### config.mk
export PLATFORM = sky130hd
export DESIGN_NAME = x_mod_m_seq
export DESIGN_NICKNAME = d
export VERILOG_FILES = /design/src/rtl/x_mod_m_seq.sv
export SDC_FILE = /design/constraint.sdc
export NUM_CORES = 2
export LEC_CHECK = 0
export CORE_ASPECT_RATIO = 1.4
export CORE_UTILIZATION = 48
export DETAILED_ROUTE_END_ITERATION = 12
export PLACE_DENSITY = 0.77
export SKIP_LAST_GASP = 1
export SYNTH_ARGS = -nofsm -noshare
export SYNTH_HDL_FRONTEND = slang
export SYNTH_SLANG_ARGS = --single-unit
### constraint.sdc
create_clock -name clk -period 45.3 [get_ports clk]
set_clock_uncertainty 0.15 [all_clocks]
set_input_delay 9.06 -clock clk [delete_from_list [all_inputs] [get_ports clk]]
set_output_delay 9.06 -clock clk [all_outputs]
set_load 0.005 [all_outputs]
### src/rtl/x_mod_m_seq.sv
// -----------------------------------------------------------------------------
// x_mod_m_seq
//
// Iterative residue reducer: R = X mod m.
// X is consumed MSB-first, CHUNK bits per clock. Each clock applies CHUNK
// unrolled radix-2 shift-subtract steps to the running residue.
//
// Handshake semantics (both sides):
//   A transfer happens on a rising edge where valid and ready are both 1.
//   Once out_valid is raised, out_valid, r_out and err stay stable until
//   out_ready is seen high at an edge.
//
// Ports:
//   clk        clock, all state changes on the rising edge
//   rst        synchronous active-high reset; aborts any operation in flight
//   in_valid   operand valid
//   in_ready   block can accept an operand (IDLE only)
//   x_in       operand X (X_W bits)
//   m_sel      0 = use MOD_DEFAULT, 1 = use m_in
//   m_in       runtime modulus, sampled only on accept
//   out_valid  result valid (DONE only)
//   out_ready  consumer accepts result
//   r_out      residue, < m when err = 0
//   err        qualified by out_valid; 1 when the selected modulus was 0
//
// The FSM state register state_q is visible for hierarchical checkers.
// -----------------------------------------------------------------------------
module x_mod_m_seq #(
    parameter int X_W         = 500,
    parameter int R_W         = 10,
    parameter int CHUNK       = 10,
    parameter int MOD_DEFAULT = 997
) (
    input  logic           clk,
    input  logic           rst,
    input  logic           in_valid,
    output logic           in_ready,
    input  logic [X_W-1:0] x_in,
    input  logic           m_sel,
    input  logic [R_W-1:0] m_in,
    output logic           out_valid,
    input  logic           out_ready,
    output logic [R_W-1:0] r_out,
    output logic           err
);

    localparam int NCHUNK = (X_W + CHUNK - 1) / CHUNK;
    localparam int SR_W   = NCHUNK * CHUNK;
    localparam int CNT_W  = (NCHUNK > 1) ? $clog2(NCHUNK) : 1;

    localparam logic [CNT_W-1:0] LAST_CNT = CNT_W'(NCHUNK - 1);
    localparam logic [R_W-1:0]   MOD_DEF  = R_W'(MOD_DEFAULT);

    typedef enum logic [1:0] {
        S_IDLE = 2'd0,
        S_RUN  = 2'd1,
        S_DONE = 2'd2
    } state_t;

    state_t           state_q, state_d;
    logic [SR_W-1:0]  sr_q, sr_d;
    logic [R_W-1:0]   m_q, m_d;
    logic [R_W-1:0]   acc_q, acc_d;
    logic [CNT_W-1:0] cnt_q, cnt_d;
    logic [R_W-1:0]   r_out_q, r_out_d;
    logic             err_q, err_d;

    logic [R_W-1:0]   m_pick;
    logic [R_W-1:0]   acc_step;

    // CHUNK radix-2 steps: r = 2r + b, then one conditional subtract.
    // Since r < m before each step, 2r + b < 2m, so one subtract suffices
    // and R_W+1 bits hold the intermediate without overflow.
    function automatic logic [R_W-1:0] reduce_chunk(
        input logic [R_W-1:0]   acc,
        input logic [CHUNK-1:0] bits,
        input logic [R_W-1:0]   m
    );
        logic [R_W:0]   t;
        logic [R_W-1:0] r;
        r = acc;
        for (int i = CHUNK - 1; i >= 0; i--) begin
            t = {r, bits[i]};
            if (t >= {1'b0, m}) begin
                t = t - {1'b0, m};
            end
            r = t[R_W-1:0];
        end
        return r;
    endfunction

    always_comb begin
        state_d  = state_q;
        sr_d     = sr_q;
        m_d      = m_q;
        acc_d    = acc_q;
        cnt_d    = cnt_q;
        r_out_d  = r_out_q;
        err_d    = err_q;
        m_pick   = m_sel ? m_in : MOD_DEF;
        acc_step = reduce_chunk(acc_q, sr_q[SR_W-1 -: CHUNK], m_q);

        case (state_q)
            S_IDLE: begin
                if (in_valid) begin
                    // Zero-extend at the MSB end so the first chunk is aligned.
                    sr_d  = SR_W'(x_in);
                    m_d   = m_pick;
                    acc_d = '0;
                    cnt_d = '0;
                    err_d = 1'b0;
                    if (m_pick == '0) begin
                        // Modulus 0 is undefined: report it without running.
                        r_out_d = '0;
                        err_d   = 1'b1;
                        state_d = S_DONE;
                    end else begin
                        state_d = S_RUN;
                    end
                end
            end
            S_RUN: begin
                sr_d  = sr_q << CHUNK;
                acc_d = acc_step;
                cnt_d = cnt_q + CNT_W'(1);
                if (cnt_q == LAST_CNT) begin
                    r_out_d = acc_step;
                    err_d   = 1'b0;
                    state_d = S_DONE;
                end
            end
            S_DONE: begin
                // Retirement goes to IDLE; a new accept needs a later edge.
                if (out_ready) begin
                    state_d = S_IDLE;
                end
            end
            default: begin
                state_d = S_IDLE;
            end
        endcase
    end

    always_ff @(posedge clk) begin
        if (rst) begin
            state_q <= S_IDLE;
            sr_q    <= '0;
            m_q     <= '0;
            acc_q   <= '0;
            cnt_q   <= '0;
            r_out_q <= '0;
            err_q   <= 1'b0;
        end else begin
            state_q <= state_d;
            sr_q    <= sr_d;
            m_q     <= m_d;
            acc_q   <= acc_d;
            cnt_q   <= cnt_d;
            r_out_q <= r_out_d;
            err_q   <= err_d;
        end
    end

    assign in_ready  = (state_q == S_IDLE);
    assign out_valid = (state_q == S_DONE);
    assign r_out     = r_out_q;
    assign err       = err_q;

endmodule
==> results.py <==
metrics = {
    "run_status": {
        "outcome": "completed",
    },
    "timing": {
        "max_freq_mhz": 33.82,
        "rsz0062_at_grt": "false",
        "min_period_ns": 29.57,
        "final_hold_viol_count": 0,
        "slew_headroom": 0.2001,
        "finalMaxSlewViolations": 0,
        "fin_ws_ns": 15.73,
        "hold_ws_ns": 0.3009,
        "fin_setup_tns_ns": 0,
        "setup_violations": 0,
        "worstMarginPinSlew_ns": 1.200,
        "min_period_over_period": 0.6527,
    },
    "synthesis": {
        "yosysTopAreaCell": "dfxtp_1",
        "ys_async_sr_fraction": 0,
        "ys_seq_area_frac": 0.3893,
        "synth_area_leaders": "dfxtp_1 39%, a311oi_1 16%, nand2_1 14%",
        "synthTopCellsByCount": "1049 x nand2_1, 576 x nor2_1, 539 x dfxtp_1",
        "synth-warning-count": 0,
        "ys_ff_latch": 539,
        "synth_top_family_by_area": "simple AND/OR/NAND/NOR gates",
        "synth_area_per_cell_um2": 7.673,
        "syn_area_um2": 27710,
        "yosysUniqueCellTypes": 72,
        "yosys.area_share.simple": 0.2494,
        "yosysMostFrequentCell": "nand2_1",
        "postSynthCellCount": 3612,
        "synth_edf_count": 0,
        "synth_mux_area_frac": 0.03056,
        "ys.flop_type": "dfxtp_1",
        "synth_fa_ha_area_frac": 0.05327,
        "synth_xor_area_frac": 0.02054,
        "synth.net_count": 4239,
        "synth_compound_area_frac": 0.2103,
        "yosysTopAreaCellShare": 0.3893,
    },
    "routing": {
        "first_pass_iters": 6,
        "avgViaCountPerCell": 5.630,
        "wl_per_cell_um": 18.78,
        "drc": 0,
        "num_vias": 26650,
        "drtIter0Drc": 1995,
        "postRouteAntennaNets": 0,
        "wl_mm": 88.90,
    },
    "floorplan": {
        "core_um2": 56700,
        "die_w_um": 205.1,
        "dieHeight_um": 286.3,
        "io_pins": 528,
        "initial_core_util": 0.4887,
        "dieArea_um2": 58720,
        "num_rows": 103,
    },
    "clock_tree": {
        "tritoncts": "built",
        "post_cts_resize_count": 0,
        "cts_buffer_depth": 3,
        "cts_root_buf": "clkbuf_16",
        "cts_hold_buf": 0,
        "clock_sinks": 539,
        "cts_setup_buffers": 0,
        "path_clk_slew_ns": 0.07,
        "clk_latency_ns": 0.61,
        "cts_buffers": 53,
        "h-tree-depth": 2,
    },
    "setup_path": {
        "path_class": "reg -> reg",
        "arrival_ns": 29.92,
        "critPathBufInv": 8,
        "worstPathMaxFanout": 13,
        "cpLargestDelayFamily": "compound AO/OA/AOI/OAI gates",
        "startpoint_type": "flop",
        "crit_path_top_delay_cell": "o2bb2ai_1",
        "critPathMaxStageDelay_ns": 0.78,
        "cpMostUsedCell": "o21ai_0",
        "critPathRequiredTime_ns": 45.65,
        "critPathCaptureType": "flop",
    },
    "global_route": {
        "grt_start_max_net_pins": 249,
        "grt_pass1_vias": 24860,
        "grt_usage": 0.2901,
        "grt_pass1_wl_mm": 134.6,
        "grt-ovfl-total": 0,
        "antenna_found_initial": 34,
    },
    "place": {
        "portBuffers": 527,
        "placed_cells": 4608,
        "finalWeightedCongestion": 0.8895,
        "dp_hpwl_mm": 62.84,
        "dp_slack_ns": 16.12,
    },
    "min_path": {
        "hold_class": "reg -> reg",
    },
    "flow_run": {
        "max_cap_violations": 0,
    },
    "finish": {
        "instances_no_fill": 4733,
        "fin_nets": 4555,
        "drive_gt1_frac": 0.04384,
        "syn2layout_area_growth_pct": 26.09,
    },
}
[metrics by stage]
stage / cell area (um^2) / util
floorplan: 27710 / -
global placement: 33080 / 0.5833
detailed placement: 33080 / 0.5833
CTS: 34870 / 0.6150
global route: 34940 / 0.6162
finish: 34940 / 0.6162
[sequential cells by signal, summed over array words and instances (netlist names)]
signal / count
acc_q: 10
cnt_q: 6
err: 1
m_q: 10
r_out: 10
sr_q: 500
state_q: 2
[final cells by class]
type                            instances  area (um^2)
Antenna cell                           29        72.57
Clock buffer                           82         1617
Clock inverter                         14        178.9
Fill cell                            5118        21760
Inverter                               54        202.7
Multi-Input combinational cell       2731        15660
Sequential cell                       539        10790
Tap cell                              735        919.6
Timing Repair Buffer                  549         5508
[layer usage]
layer  up-vias  share of wire  global-route usage
met2       723           0.51              0.5024
met1     12350           0.39              0.3356
met4        12          0.042              0.1493
met3       189          0.059             0.05826
li1      13380              -                   -
met5         -        0.00087                   0
[cell families after synthesis]
family,count (synthesis)
multiplexers,77
AND/OR/NAND/NOR,1753
XOR/XNOR,65
flip-flops,539
buffers and inverters,342
adder cells (fa/ha/maj),112
AO/OA/AOI/OAI,724
[worst register-to-register path: cells and delay by family, from the launching register on]
kind / cells / cell delay (ns)
AO/OA/AOI/OAI: 64 / 14.50
AND/OR/NAND/NOR: 34 / 6.71
adder cells (fa/ha/maj): 10 / 2.81
flip-flops: 1 / 0.75
buffers and inverters: 8 / 1.20
multiplexers: 8 / 3.37
[placed cells by master (no fill, tap or decap), types with 5 or more instances in the layout]
cell type and n:
nand2_1 1049, nor2_1 574, dfxtp_1 539, clkdlybuf4s50_1 526, a311oi_1 491, ha_1 102, o21ai_0 66, inv_1 54
clkbuf_16 54, mux2_2 51, a21oi_1 49, xnor2_1 45, diode_2 29, a21o_1 25, nor2b_1 24, mux2i_1 22
nand4_1 20, xor2_1 20, nand2b_1 19, buf_4 17, clkbuf_8 16, nor3_1 13, nand3_1 12, a211oi_1 12
clkbuf_1 12, a22oi_1 11, fa_1 10, a21boi_0 8, nor3b_1 7, a221oi_1 6, a22o_1 6, clkinv_2 6
o21a_1 5, o21ai_1 5, buf_12 5
[path summary, 6_finish.rpt]
kind / slack, ns / to / startpoint / cells past startpoint
worst max-delay path: 15.73 / acc_q[7] / m_q[1] / 124
worst min register to register: 0.30 / m_q[4] / m_q[4] / 2
worst max register to register: 15.73 / acc_q[7] / m_q[1] / 124
worst min-delay path: 0.30 / m_q[4] / m_q[4] / 2
Power is left out: the tool's default activity adds up to more than one toggle a clock period on the data nets, which glitch-free logic cannot reach.
